$ cat config.mk
export PLATFORM = sky130hd
export DESIGN_NAME = led_mode_arbiter
export DESIGN_NICKNAME = d
export VERILOG_FILES = /design/src/rtl/led_mode_arbiter_pkg.sv /design/src/rtl/led_mode_arbiter_button_debounce.sv /design/src/rtl/led_mode_arbiter.sv
export SDC_FILE = /design/constraint.sdc
export NUM_CORES = 1
export LEC_CHECK = 0
export ABC_CLOCK_PERIOD_IN_PS = 3700
export CORE_AREA = 2 2 87 89
export DETAILED_ROUTE_END_ITERATION = 10
export DIE_AREA = 0 0 89 91
export PLACE_DENSITY = 0.76
export SYNTH_ARGS = -nofsm -noshare
export SYNTH_HDL_FRONTEND = slang
export SYNTH_SLANG_ARGS = --single-unit
$ cat constraint.sdc
create_clock -name clock -period 3.7 [get_ports clock]
set_input_delay 0.74 -clock clock [delete_from_list [all_inputs] [get_ports clock]]
set_output_delay 0.74 -clock clock [all_outputs]
set_load 0.02 [all_outputs]
$ cat src/rtl/led_mode_arbiter_pkg.sv
// Shared mode encodings and default 150 MHz timing constants for the LED mode arbiter.
package led_mode_arbiter_pkg;

  localparam int unsigned DEF_LED_W           = 4;
  localparam int unsigned DEF_DEBOUNCE_CYCLES = 1_500_000;
  localparam int unsigned DEF_TICK_DIV        = 15_000_000;
  localparam int unsigned DEF_BUTTON_ACT_LOW  = 1;

  typedef enum logic [1:0] {
    MODE_CPU   = 2'd0,
    MODE_CHASE = 2'd1,
    MODE_BLINK = 2'd2,
    MODE_OFF   = 2'd3
  } mode_e;

  // Display modes cycle CPU -> CHASE -> BLINK -> OFF -> CPU on each press.
  function automatic mode_e next_mode(input mode_e m);
    mode_e n;
    case (m)
      MODE_CPU:   n = MODE_CHASE;
      MODE_CHASE: n = MODE_BLINK;
      MODE_BLINK: n = MODE_OFF;
      default:    n = MODE_CPU;
    endcase
    return n;
  endfunction

endpackage

$ cat src/rtl/led_mode_arbiter_button_debounce.sv
// Board button conditioner: 2-flop synchroniser, polarity normalisation,
// stable-level debounce and a one-cycle press pulse on the clean 0->1 edge.
module button_debounce
  import led_mode_arbiter_pkg::*;
#(
  parameter int unsigned DEBOUNCE_CYCLES = DEF_DEBOUNCE_CYCLES,
  parameter int unsigned BUTTON_ACT_LOW  = DEF_BUTTON_ACT_LOW
) (
  input  logic clock,
  input  logic reset_n,
  input  logic button,
  output logic level,
  output logic press_evt
);

  localparam int unsigned CNT_W = (DEBOUNCE_CYCLES > 1) ? $clog2(DEBOUNCE_CYCLES) : 1;
  localparam logic [CNT_W-1:0] CNT_LAST = CNT_W'(DEBOUNCE_CYCLES - 1);
  localparam logic RELEASED_RAW = (BUTTON_ACT_LOW != 0);

  logic             sync1;
  logic             sync2;
  logic             pressed_c;
  logic             armed;
  logic [CNT_W-1:0] cnt;
  logic [CNT_W-1:0] rel_cnt;

  assign pressed_c = sync2 ^ RELEASED_RAW;

  always_ff @(posedge clock or negedge reset_n) begin
    if (!reset_n) begin
      sync1 <= RELEASED_RAW;
      sync2 <= RELEASED_RAW;
    end else begin
      sync1 <= button;
      sync2 <= sync1;
    end
  end

  // Accept a new level only after it has differed for DEBOUNCE_CYCLES in a row.
  always_ff @(posedge clock or negedge reset_n) begin
    if (!reset_n) begin
      level     <= 1'b0;
      cnt       <= '0;
      press_evt <= 1'b0;
    end else begin
      press_evt <= 1'b0;
      if (pressed_c == level) begin
        cnt <= '0;
      end else if (cnt == CNT_LAST) begin
        level     <= pressed_c;
        cnt       <= '0;
        press_evt <= pressed_c & armed;
      end else begin
        cnt <= cnt + CNT_W'(1);
      end
    end
  end

  // A button held through reset must be seen cleanly released before it can count as a press.
  always_ff @(posedge clock or negedge reset_n) begin
    if (!reset_n) begin
      armed   <= 1'b0;
      rel_cnt <= '0;
    end else if (!armed) begin
      if (pressed_c) begin
        rel_cnt <= '0;
      end else if (rel_cnt == CNT_LAST) begin
        armed   <= 1'b1;
        rel_cnt <= '0;
      end else begin
        rel_cnt <= rel_cnt + CNT_W'(1);
      end
    end
  end

endmodule

$ cat src/rtl/led_mode_arbiter.sv
// LED bank owner: arbitrates the LEDs between the Nios PIO and a pattern
// sequencer whose mode is stepped by debounced button presses.
module led_mode_arbiter
  import led_mode_arbiter_pkg::*;
#(
  parameter int unsigned LED_W           = DEF_LED_W,
  parameter int unsigned DEBOUNCE_CYCLES = DEF_DEBOUNCE_CYCLES,
  parameter int unsigned TICK_DIV        = DEF_TICK_DIV,
  parameter int unsigned BUTTON_ACT_LOW  = DEF_BUTTON_ACT_LOW
) (
  input  logic             clock,
  input  logic             reset_n,
  input  logic             button,
  input  logic [LED_W-1:0] cpu_leds,
  input  logic             cpu_req,
  output logic             button_to_cpu,
  output logic             cpu_grant,
  output logic [1:0]       mode,
  output logic [LED_W-1:0] leds
);

  localparam int unsigned TICK_W = (TICK_DIV > 1) ? $clog2(TICK_DIV) : 1;
  localparam logic [TICK_W-1:0] TICK_LAST = TICK_W'(TICK_DIV - 1);

  mode_e             mode_q;
  mode_e             mode_d;
  logic              press_evt;
  logic              running_c;
  logic              tick_c;
  logic              grant_c;
  logic [TICK_W-1:0] tick_cnt;
  logic [LED_W-1:0]  pattern;

  button_debounce #(
    .DEBOUNCE_CYCLES (DEBOUNCE_CYCLES),
    .BUTTON_ACT_LOW  (BUTTON_ACT_LOW)
  ) u_button_debounce (
    .clock     (clock),
    .reset_n   (reset_n),
    .button    (button),
    .level     (button_to_cpu),
    .press_evt (press_evt)
  );

  always_comb begin
    mode_d = mode_q;
    if (press_evt) begin
      mode_d = next_mode(mode_q);
    end
  end

  always_ff @(posedge clock or negedge reset_n) begin
    if (!reset_n) begin
      mode_q <= MODE_CPU;
    end else begin
      mode_q <= mode_d;
    end
  end

  assign mode      = mode_q;
  assign running_c = (mode_q == MODE_CHASE) || (mode_q == MODE_BLINK);
  assign tick_c    = running_c && (tick_cnt == TICK_LAST);
  assign grant_c   = (mode_q == MODE_CPU) || cpu_req;

  // Prescaler ignores cpu_req so the pattern keeps its phase across CPU overrides.
  always_ff @(posedge clock or negedge reset_n) begin
    if (!reset_n) begin
      tick_cnt <= '0;
    end else if (press_evt || !running_c || tick_c) begin
      tick_cnt <= '0;
    end else begin
      tick_cnt <= tick_cnt + TICK_W'(1);
    end
  end

  // A mode change reloads the pattern even when it coincides with a tick.
  always_ff @(posedge clock or negedge reset_n) begin
    if (!reset_n) begin
      pattern <= '0;
    end else if (press_evt) begin
      case (mode_d)
        MODE_CHASE: pattern <= LED_W'(1);
        MODE_BLINK: pattern <= '1;
        default:    pattern <= pattern;
      endcase
    end else if (tick_c && !cpu_req) begin
      case (mode_q)
        MODE_CHASE: pattern <= {pattern[LED_W-2:0], pattern[LED_W-1]};
        MODE_BLINK: pattern <= ~pattern;
        default:    pattern <= pattern;
      endcase
    end
  end

  always_ff @(posedge clock or negedge reset_n) begin
    if (!reset_n) begin
      cpu_grant <= 1'b1;
      leds      <= '0;
    end else begin
      cpu_grant <= grant_c;
      if (grant_c) begin
        leds <= cpu_leds;
      end else if (mode_q == MODE_OFF) begin
        leds <= '0;
      end else begin
        leds <= pattern;
      end
    end
  end

endmodule

Yosys cells after proc, flatten, opt, wreduce, memory -nomap -nowiden. Index checks and enable logic that the tools add are counted.

Input bits: 8. Memory bits (read-only): 0. Latch bits: 0. Memories: 0. RAM bits: 0. Register bits: 82. Output and inout port bits: 8. Word-level logic and storage cells: 60.

Reduce and logical (&&, ||, !) cells: 13. Divide/modulo/power cells: 0. Add/subtract/negate cells: 3. Equal/unequal tests: 10. Order comparisons: 0. Bitwise operators: 4. Shifts and indexed selects: 0. Multiply operators: 0. Multiplexer cells: 18.

Operators with widths (number): two-way mux 21 bit (4); adder 21 x 1 -> 21 bit, second input constant (2); equality test 21 bit, second input constant (2); adder 24 x 1 -> 24 bit, second input constant (1); equality test 24 bit, second input constant (1); two-way mux 24 bit (1); two-way mux 4 bit (4); one-hot mux 4 bit (2 select lines) (2); equality test 2 bit, second input constant (3); one-hot mux 2 bit (3 select lines) (1); two-way mux 1 bit (5); equality test 2 x 1 -> 1 bit, second input constant (2); logical OR 1 bit (4); NOT 4 bit (1); != test 3 bit, second input constant (1); AND reduction 3 bit (1); nonzero test 3 bit (1); logical AND 1 bit (2); zero test 1 bit (2); zero test 2 bit (1); two-way mux 2 bit (1); NOT 1 bit (2); AND reduction 2 bit (1); nonzero test 2 bit (1); other kinds (2) (2).

Depth between registers and ports, before layout. Gate-level depths: netlist of the first run.

Word-level depth: 6. Depth in mapped cells: 10. Mapped depth without buffers: 9.

Cells and area by module. Synthesis of the first run repeated with hierarchy kept, for this count alone.

Cells, all modules: 434. Area, all modules: 4275.4 µm².

Modules (own cells, without submodules): button_debounce (cells an instance 253, area each 2412.3 µm², sequential area each 1178.6 µm², times used 1); led_mode_arbiter (cells an instance 181, area each 1863.0 µm², sequential area each 877.1 µm², times used 1).

Worst setup path after synthesis of the first run. No wires, ideal clock.

Path type: flip-flop to flip-flop. Start point: register mode_q[0] (netlist: mode[0]). End point: register pattern[3]. Arrival: 1.992 ns. Required time: 3.575 ns. Buffers on the path: 1. Stages on the path, launching flop included: 10. Path slack: 1.583 ns. Period minus slack after synthesis: 2.117 ns. Setup time: 0.125 ns. Cell sequence: dfrtp_1 -> inv_1 -> ha_1 -> buf_6 -> nor2_1 -> nor2_1 -> mux2i_1 -> ha_1 -> o21ai_2 -> mux2_2.

Longest elaborated chain between the ends: 6. Elaborated cells between the ends (all ways): 18. Those cells by class: 5 x eq/ne; 6 x mux; 7 x reduce/logical.

RTL lines: start, declared (line led_mode_arbiter.sv:25) `mode_e mode_q;`; start signal, assigned (line led_mode_arbiter.sv:56) `mode_q <= mode_d;`; equality test 2 bit (tied with other cells) (line led_mode_arbiter_pkg.sv:19, led_mode_arbiter.sv:61, led_mode_arbiter.sv:87); one-hot mux 2 bit (3 select lines) / logical OR 1 bit (equally long branches) (line led_mode_arbiter_pkg.sv:19, led_mode_arbiter.sv:61); two-way mux 2 bit / logical AND 1 bit (equally long branches) (line led_mode_arbiter.sv:47, led_mode_arbiter.sv:62); equality test 2 bit (tied with other cells) (line led_mode_arbiter.sv:81) `case (mode_d)`; != test 3 bit (no line) (tied with other cells); AND reduction 3 bit (no line) / two-way mux 4 bit (equally long branches); end signal, assigned (line led_mode_arbiter.sv:84) `default: pattern <= pattern;`; end signal, assigned (line led_mode_arbiter.sv:88) `MODE_CHASE: pattern <= {pattern[LED_W-2:0], pattern[LED_W-1]};`; end signal, assigned (line led_mode_arbiter.sv:89) `MODE_BLINK: pattern <= ~pattern;`; end, declared (line led_mode_arbiter.sv:32) `logic [LED_W-1:0] pattern;`.

Several ways; a longest one is shown, not always the timed one. The select of a mux whose other input is x is not followed. A chain may end at the register's enable or synchronous reset.

Worst setup path in the final report of the first run.
Start point: register tick_cnt[16]. End point: register tick_cnt[22].

Longest elaborated chain between the ends: 4. Elaborated cells between the ends (all ways): 5. Those cells by class: 1 x add/sub; 1 x eq/ne; 1 x mux; 2 x reduce/logical.

RTL lines: start, declared (line led_mode_arbiter.sv:31) `logic [TICK_W-1:0] tick_cnt;`; start signal, assigned (line led_mode_arbiter.sv:72) `tick_cnt <= tick_cnt + TICK_W'(1);`; branches (longest 3 deep; another with adder 24 x 1 -> 24 bit); two-way mux 24 bit (*) (line led_mode_arbiter.sv:69) `end else if (press_evt || !running_c || tick_c) begin`.

Every way passes the cells marked *.

==> impl_metrics.csv, run 1 <==
group,metric,value,unit
run_status,status,"finished, final reports clean",
floorplan,core_area,7137,sq um
pwr,seqPwrFrac,0.557,
pwr,netSwitchingFraction,0.2235,
cells_and_area,fin_nets,473,
floorplan,die_w,89,microns
drt,drc_errors,0,
pwr,switching_power,0.0003663,W
critical_path,cp_cell_sequence,"or4_4, nor4_4, nand3_1, nand3_1, nor2_1",
critical_path,path_common_cell,"nand3_1",
yosys,async_flop_share,1.000,
sta,finalSetupViolCount,0,
clock_tree,cts_sinks,82,
critical_path,cp_max_fo,24,
worst_hold_path,hold_path_depth,0,
sta,worstMarginPinSlew,1.008,ns
clock_tree,cts.path.max_buffers,2,
cells_and_area,final_area,4577,sq um
pwr,intPower,0.001273,W
cells_and_area,n_antenna_cell,0,
yosys,synth_edf_count,0,
pwr,pwr-share-comb,0.034,
pwr,clock_power_share,0.409,
yosys,ys_seq_area_frac,0.4941,
placement,dp_hpwl,5.340,mm
cells_and_area,syn_to_final_growth,10.02,%
floorplan,rows,31,
critical_path,required,3.90,ns
yosys,synth_cells,441,
floorplan,die_area,8099,sq um
clock_tree,cts_made_buffers,9,
sta,fin_worst_skew,0.01064,ns
critical_path,cp.depth,5,
cells_and_area,final_cell_mix,"79 x dfrtp_1, 62 x nor2_1, 56 x nand2_1, 44 x nand3_1, 31 x xor2_1",
drt,postRouteAntennaNets,0,
yosys,synth_nets,457,
clock_tree,cts_root_buffer,"clkbuf_8",
clock_tree,cts_hold_buf,0,
cells_and_area,drive_gt1_frac,0.07359,
cells_and_area,final_common_cell,"dfrtp_1",
grt,antenna_found_initial,0,
drt,viasPerCell,5.690,
placement,place.gp.congestion,0.8583,
drt,routed_wl,7.899,mm
clock_tree,cts_tree,"done",
critical_path,critPathBufInv,0,
yosys,postSynthAreaPerCell,9.434,sq um
drt,vias,3192,
clock_tree,cts_setup_buffers,0,
clock_tree,worstSkewPairLatency,0.35,ns
drt,wire_per_inst,14.08,microns
floorplan,initial_core_util,0.5829,
floorplan,io_pins,16,
critical_path,crit_slowest_cell,"nand3_1",
yosys,synthFlopType,"dfrtp_1",
grt,grt_max_degree,83,
clock_tree,cts.repair.resized,0,
yosys,synthDistinctLibCells,53,
grt,grt_pass1_vias,3131,
sta,fin_crit_sh,0.6306,
sta,min_period,2.333,ns
yosys,ys_ff_latch,82,
sta,fmax,428.6,MHz
critical_path,max_stage_delay,0.65,ns
critical_path,crit_type,"reg2reg",
grt,grt_use_total,0.2155,
critical_path,arrival,2.53,ns
critical_path,worstSetupEndpointType,"flop",
grt,grt_first_pass_wirelength,13.90,mm
drt,drt-initial-drc-count,140,
critical_path,path_delay_family,"simple AND/OR/NAND/NOR gates",
pwr,power.density,358.1,nW/um^2
grt,overflow,0,
yosys,syn-cell-area,4160,sq um
sta,whs,0.3571,ns
sta,fin_tns_setup,0,ns
worst_hold_path,hold_class,"reg2reg",
placement,placed_area,4373,sq um
clock_tree,cts.htree.levels,3,
floorplan,die_y,91,microns
pwr,peakVddDrop,250.1,uV
sta,rsz0062_at_grt,"false",
yosys,yosysWarnings,0,
sta,max_slew_margin,0.3277,
critical_path,startpoint_type,"flop",
pwr,p_leak,1.899,nW
placement,port_buffers,15,
clock_tree,clk_pin_slew_worst_paths,0.09,ns
sta,drv_slew,0,
run,maxCapViolations,0,
drt,dr.pass1.iters,4,
critical_path,reg2reg_depth,5,
sta,hold_violations,0,
[state kept, by name (all words and copies together) (netlist names), 2 cells and up]
signal,count
tick_cnt,24
leds,4
u_button_debounce.cnt,21
mode,2
pattern,4
u_button_debounce.rel_cnt,21
[stage by stage]
step	std cells	utilization	setup slack (ns)	total power, W
2_1_floorplan	441	-	1.583	0.0009523
3_3_place_gp	545	0.6127	1.464	0.0009869
3_5_place_dp	545	0.6127	1.383	0.0009885
4_1_cts	561	0.6413	1.379	0.001659
5_1_grt	561	0.6413	1.191	0.001695
6_report	561	0.6413	1.367	0.001639
[area by class of cell]
type	count	area, sq um
clock inverters	4	48.80
well taps	99	123.9
inverters	17	63.81
repair buffers	16	155.1
clock buffers	12	155.1
fillers	605	2560
multi-input cells	331	1974
flip-flops and latches	82	2056
[synth_stat cells (4+ instances only)]
master    number  area, sq um
and3_1         7        43.79
nor4_1         6        37.54
or2_2          4        25.02
or3_1          5        31.28
dfrtp_1       79         1977
xor2_1        31        271.5
nand4_1       17        106.4
clkbuf_1       5        18.77
o31ai_1        5        37.54
a21oi_1       10        50.05
nand2_1       56        210.2
nor2_1        62        232.7
xnor2_1       10        87.58
nand3_1       44        220.2
mux2i_1        4        40.04
nor3_1         7        35.03
o311ai_0       5        43.79
ha_1           8        100.1
inv_1         16        60.06
o21ai_0       10        50.05
[cells by family after synthesis]
kind of cell	after synthesis	synth area share
muxes	5	0.01233
AOI/OAI and AO/OA	45	0.07369
xor gates and xnor gates	41	0.08631
adders and majority gates	8	0.02406
and+or+nand+nor	232	0.2782
DFF	82	0.4941
buffers and inverters	28	0.03128
[power by group through the flow]
stage	logic (W)	registers, W	clock network, W
finish	0.0000556	0.000913	0.000670
global route	0.0000643	0.000915	0.000717
CTS	0.0000577	0.000913	0.000688
detailed placement	0.0000574	0.000931	0
global placement	0.0000564	0.000930	0
floorplan	0.0000211	0.000931	0
[per-layer routing]
layer	share of wire	track usage
met1	0.48	0.2832
met2	0.47	0.3470
met3	0.026	0.03545
met4	0.023	0.09701
met5	0	0
[worst paths after layout]
| path | start | slack (ns) | endpoint |
|---|---|---|---|
| worst max-delay path | tick_cnt[16] | 1.37 | tick_cnt[22] |
| worst min-delay path | u_button_debounce.sync1 | 0.36 | u_button_debounce.sync2 |
| worst max register to register | tick_cnt[16] | 1.37 | tick_cnt[22] |
| worst min register to register | u_button_debounce.sync1 | 0.36 | u_button_debounce.sync2 |
| max in group asynchronous | reset_n | 2.49 | u_button_debounce.armed |
| min in group asynchronous | reset_n | 0.54 | tick_cnt[23] |
Power figures use the tool's default switching activity.
==> run 2, diff against run 1 <==
ABC_CLOCK_PERIOD_IN_PS = 1900   (was 3700)
CORE_AREA = 2 2 90 92   (was 2 2 87 89)
DIE_AREA = 0 0 92 94   (was 0 0 89 91)
PLACE_DENSITY = 0.74   (was 0.76)
clock period = 1.9 ns   (was 3.7 ns; I/O delays follow)
==> run 2 against run 1 <==
  * Count of clock-buffer cells in the layout fell by 2
  * Clock power grew 75%
  * Critical path depth did not move
  * Cell area increased by 12%
==> impl_metrics.csv, run 2 (synthesis results as in run 1) <==
group,metric,value,unit
pwr,switching_power,0.0007726,W
critical_path,reg2reg_depth,5,
drt,drt-initial-drc-count,169,
grt,antenna_found_initial,0,
floorplan,rows,32,
cells_and_area,final_cell_mix,"77 x dfrtp_1, 59 x nor2_1, 55 x nand2_1, 45 x buf_4, 41 x nand3_1",
grt,use_met1,0.2782,
cells_and_area,final_common_cell,"dfrtp_1",
clock_tree,cts_sinks,82,
clock_tree,cts.path.max_buffers,2,
critical_path,crit_type,"reg2reg",
cells_and_area,n_antenna_cell,0,
grt,grt_most_used_layer,"met2",
critical_path,critPathBufInv,0,
critical_path,arrival,2.13,ns
sta,drv_slew,0,
drt,vias,3414,
pwr,netSwitchingFraction,0.2508,
sta,whs,0.3469,ns
pwr,clock_power_share,0.380,
placement,port_buffers,15,
cells_and_area,final_area,5115,sq um
pwr,total_power,0.003081,W
run,maxCapViolations,0,
cells_and_area,fin_cells,613,
cells_and_area,largest_register_ff_count,24,
critical_path,cp.depth,5,
grt,overflow,0,
critical_path,worstSetupEndpointType,"flop",
grt,grtUsageMet3,0.03050,
clock_tree,cts_made_buffers,9,
grt,gr-usage-met2,0.3701,
drt,wire_per_inst,14.23,microns
cells_and_area,largest_register,"tick_cnt",
sta,worstMarginPinSlew,0.3982,ns
sta,fin_tns_setup,0,ns
clock_tree,clk_pin_slew_worst_paths,0.09,ns
critical_path,cp_cell_sequence,"or4_4, nor4_4, nand4_2, o21ai_2, mux2_4",
cells_and_area,reg_top3,"tick_cnt (24), u_button_debounce.cnt (21), u_button_debounce.rel_cnt (21)",
sta,min_period,1.895,ns
sta,rsz0062_at_grt,"true",
sta,fin_crit_sh,0.9975,
critical_path,required,2.13,ns
cells_and_area,fin_nets,522,
floorplan,core_area,7607,sq um
cells_and_area,ff_latch_area,2058,sq um
worst_hold_path,hold_class,"in2async",
critical_path,path_delay_family,"simple AND/OR/NAND/NOR gates",
clock_tree,cts.htree.levels,3,
critical_path,startpoint_type,"flop",
critical_path,crit_slowest_cell,"or4_4",
sta,max_slew_margin,0.7335,
drt,postRouteAntennaNets,0,
cells_and_area,fillers,628,
placement,dp_hpwl,5.940,mm
critical_path,regToRegSetupSlack,0.005,ns
pwr,p_leak,2.218,nW
critical_path,reg2reg_to,"pattern[3]",
critical_path,r2r_start,"tick_cnt[16]",
cells_and_area,multiInputGateArea,2110,sq um
floorplan,die_y,94,microns
floorplan,initial_core_util,0.5469,
critical_path,max_stage_delay,0.55,ns
pwr,intPower,0.002309,W
sta,hold_violations,0,
grt,grt_max_degree,52,
pwr,pwr-share-comb,0.045,
floorplan,die_area,8648,sq um
clock_tree,worstSkewPairLatency,0.35,ns
clock_tree,cts_tree,"done",
pwr,peakVddDrop,359.1,uV
drt,drc_errors,0,
cells_and_area,syn_to_final_growth,22.95,%
run_status,status,"finished, final reports clean",
sta,finalSetupViolCount,0,
placement,placed_area,4696,sq um
pwr,power.density,602.4,nW/um^2
sta,fmax,527.6,MHz
grt,grt_pass1_vias,3410,
placement,place_inst,586,
sta,fin_worst_skew,0.01484,ns
floorplan,die_w,92,microns
placement,place.gp.congestion,0.8402,
drt,viasPerCell,5.569,
pwr,seqPwrFrac,0.576,
drt,routed_wl,8.720,mm
drt,dr.pass1.iters,4,
grt,grt_use_total,0.2155,
clock_tree,cts_root_buffer,"clkbuf_8",
critical_path,cp_max_fo,2,
grt,grt_first_pass_wirelength,15.15,mm
floorplan,io_pins,16,
cells_and_area,drive_gt1_frac,0.2035,
[run 2: per-layer routing]
| metal | vias to the layer above | share of wire |
|---|---|---|
| met3 | 9 | 0.036 |
| met4 | 0 | 0.013 |
| met5 | - | 0 |
| met2 | 74 | 0.51 |
| met1 | 1657 | 0.44 |
| li1 | 1674 | - |
[run 2: final cells by class]
class / instances / area share
Clock buffer: 10 / 0.02495
Clock inverter: 6 / 0.009295
Inverter: 17 / 0.01296
Multi-Input combinational cell: 331 / 0.4124
Sequential cell: 82 / 0.4024
Tap cell: 102 / 0.02495
Timing Repair Buffer: 65 / 0.1130
[run 2: power by group through the flow]
stage / Combinational [W] / Sequential [W] / Clock, W
floorplan: 0.0000412 / 0.00181 / 0
global placement: 0.000129 / 0.00181 / 0
detailed placement: 0.000131 / 0.00181 / 0
CTS: 0.000138 / 0.00177 / 0.00119
global route: 0.000157 / 0.00178 / 0.00127
finish: 0.000138 / 0.00177 / 0.00117
[run 2: stage by stage]
step | setup WS (ns) | util
finish | 0.004670 | 0.6724
global route | -0.09577 | 0.6724
CTS | -0.04711 | 0.6470
detailed placement | -0.09872 | 0.6173
global placement | -0.01699 | 0.6173
floorplan | -0.09072 | -
[run 2: worst max path at each step]
stage                                  from                             to  slack, ns
2_1_floorplan                       mode[0]                     pattern[3]      -0.09
3_3_place_gp                   tick_cnt[19]                     pattern[0]      -0.02
3_5_place_dp   u_button_debounce.rel_cnt[1]  u_button_debounce.rel_cnt[12]       -0.1
4_1_cts        u_button_debounce.rel_cnt[1]  u_button_debounce.rel_cnt[12]      -0.05
5_1_grt                             mode[0]                     pattern[1]       -0.1
6_report                       tick_cnt[16]                     pattern[3]      0.005
[run 2: repair_timing]
action	in CTS	in global routing
pin swaps	10	7
endpoints found under the hold margin	1	0
buffers inserted	3	6
setup endpoints to repair	9	40
gates resized for setup	5	27
cloned	0	1
hold buffers	1	0
==> run 3, diff against run 2 <==
ABC_CLOCK_PERIOD_IN_PS = 2000   (was 1900)
CORE_AREA = 2 2 87 89   (was 2 2 90 92)
DIE_AREA = 0 0 89 91   (was 0 0 92 94)
PLACE_DENSITY = 0.76   (was 0.74)
clock period = 2 ns   (was 1.9 ns; I/O delays follow)
==> run 3 against run 2 <==
  * Critical path depth did not move
  * Cell area fell by 3.6%
  * Setup slack improved by 0.0032 ns
  * Sequential share of layout area rose by 1.5 points
  * Critical path type unchanged
  * Highest routed layer unchanged
==> impl_metrics.csv, run 3 (synthesis results as in run 1) <==
group,metric,value,unit
run_status,status,"finished, final reports clean",
run,maxCapViolations,0,
floorplan,core_area,7137,sq um
clock_tree,cts_made_buffers,9,
cells_and_area,drive_gt1_frac,0.1593,
sta,rsz0062_at_grt,"true",
drt,viasPerCell,5.708,
clock_tree,cts_tree,"done",
cells_and_area,ff_latch_area,2058,sq um
cells_and_area,reg_top3,"tick_cnt (24), u_button_debounce.cnt (21), u_button_debounce.rel_cnt (21)",
cells_and_area,n_antenna_cell,0,
drt,wire_per_inst,14.54,microns
critical_path,path_delay_family,"simple AND/OR/NAND/NOR gates",
floorplan,die_y,91,microns
drt,routed_wl,8.652,mm
cells_and_area,syn_to_final_growth,18.56,%
critical_path,arrival,2.23,ns
grt,grt_pass1_vias,3210,
critical_path,reg2reg_to,"pattern[3]",
drt,dr.pass1.iters,7,
cells_and_area,final_common_cell,"dfrtp_1",
clock_tree,cts_root_buffer,"clkbuf_8",
drt,vias,3396,
cells_and_area,final_cell_mix,"77 x dfrtp_1, 61 x nor2_1, 55 x nand2_1, 44 x nand3_1, 33 x buf_4",
sta,max_slew_margin,0.6549,
clock_tree,cts_sinks,82,
sta,hold_violations,0,
worst_hold_path,min_to,"u_button_debounce.sync2",
pwr,power.density,634.2,nW/um^2
grt,grt_first_pass_wirelength,14.56,mm
sta,worstMarginPinSlew,0.5158,ns
sta,finalSetupViolCount,0,
placement,port_buffers,15,
critical_path,critPathBufInv,0,
floorplan,die_area,8099,sq um
cells_and_area,fillers,550,
critical_path,cp_max_fo,3,
pwr,p_leak,2.088,nW
grt,grt_use_total,0.2270,
grt,overflow,0,
floorplan,io_pins,16,
cells_and_area,largest_register_ff_count,24,
critical_path,reg2reg_depth,5,
floorplan,initial_core_util,0.5829,
placement,dp_hpwl,5.753,mm
critical_path,startpoint_type,"flop",
cells_and_area,fin_nets,507,
sta,fin_crit_sh,0.9961,
drt,drt-initial-drc-count,249,
sta,fmax,502.0,MHz
grt,grt_max_degree,44,
cells_and_area,largest_register,"tick_cnt",
sta,fin_ws,0.007847,ns
worst_hold_path,hold_class,"reg2reg",
sta,drv_slew,0,
clock_tree,clk_pin_slew_worst_paths,0.08,ns
pwr,total_power,0.003128,W
sta,fin_worst_skew,0.005390,ns
pwr,peakVddDrop,394.6,uV
critical_path,required,2.24,ns
clock_tree,cts.path.max_buffers,2,
sta,fin_tns_setup,0,ns
placement,dp_slack,-0.004458,ns
sta,min_period,1.992,ns
floorplan,die_w,89,microns
placement,place.gp.congestion,0.8384,
worst_hold_path,hold_path_depth,0,
critical_path,crit_slowest_cell,"or4_4",
critical_path,r2r_start,"tick_cnt[19]",
cells_and_area,multiInputGateArea,2029,sq um
clock_tree,cts.htree.levels,3,
grt,antenna_found_initial,0,
drt,drc_errors,0,
critical_path,crit_type,"reg2reg",
critical_path,max_stage_delay,0.56,ns
clock_tree,worstSkewPairLatency,0.35,ns
worst_hold_path,hp-start,"u_button_debounce.sync1",
drt,postRouteAntennaNets,0,
critical_path,worstSetupEndpointType,"flop",
critical_path,cp_cell_sequence,"or4_4, nor4_4, nand4_2, o21ai_2, mux2_4",
critical_path,regToRegSetupSlack,0.008,ns
floorplan,rows,31,
-- run 3: changes by cell type in the layout (fill, tap and decap cells not counted), moves of 3 or more --
cell / previous run / this run
nand3_2: 3 / 0
inv_6: 4 / 0
nand3_1: 41 / 44
nor4_1: 3 / 6
buf_4: 45 / 33
-- run 3: timing repair --
item,CTS,global route
hold buffers,1,0
pin swaps,0,8
buffers inserted,0,5
resized for setup,1,11
endpoints found under the setup margin,6,22
endpoints found under the hold margin,22,0
-- run 3: worst register-to-register path: stages, from the launching register on --
cell and delay, ns:
dfrtp_1 0.41, or4_4 0.56, nor4_4 0.25, nand4_2 0.22, o21ai_2 0.14, mux2_4 0.31
-- run 3: final cells by class --
type                    instances  area share
well taps                      99     0.02511
clock buffers                  11     0.02867
inverters                      17     0.01294
multi-input cells             331      0.4115
repair buffers                 50     0.08879
clock inverters                 5     0.01573
flip-flops and latches         82      0.4173
-- run 3: worst max path at each step --
stage | start | endpoint | depth (start not counted) | slack (ns)
3_5_place_dp | u_button_debounce.rel_cnt[0] | u_button_debounce.rel_cnt[12] | 6 | -0.004
4_1_cts | u_button_debounce.rel_cnt[1] | u_button_debounce.rel_cnt[12] | 6 | 0.02
2_1_floorplan | mode[0] | pattern[3] | 9 | 0.009
5_1_grt | tick_cnt[17] | pattern[3] | 5 | -0.05
6_report | tick_cnt[19] | pattern[3] | 5 | 0.008
3_3_place_gp | tick_cnt[19] | pattern[0] | 5 | 0.07
-- run 3: layer usage --
metal | global-route usage | vias up | part of all wire
met5 | 0 | - | 0
met4 | 0.07463 | 0 | 0.018
met3 | 0.06545 | 19 | 0.052
met2 | 0.3514 | 115 | 0.50
met1 | 0.3067 | 1618 | 0.43
li1 | - | 1644 | -
-- run 3: per-stage QoR --
stage                     hold slack, ns  instances    util  instance area (sq um)
after global placement            0.3276        573  0.6469                   4617
final                             0.3633        595  0.6911                   4932
after detailed placement          0.3241        573  0.6469                   4617
after floorplan                   0.1044        441       -                   4169
after global routing              0.3749        595  0.6911                   4932
after CTS                         0.3705        590  0.6795                   4850
-- run 3: report_power, final --
part	internal, W	switching, W	leakage [nW]
Sequential	0.00167	0.0000125	1.10
Combinational	0.0000502	0.0000784	0.876
Clock	0.000734	0.000579	0.109
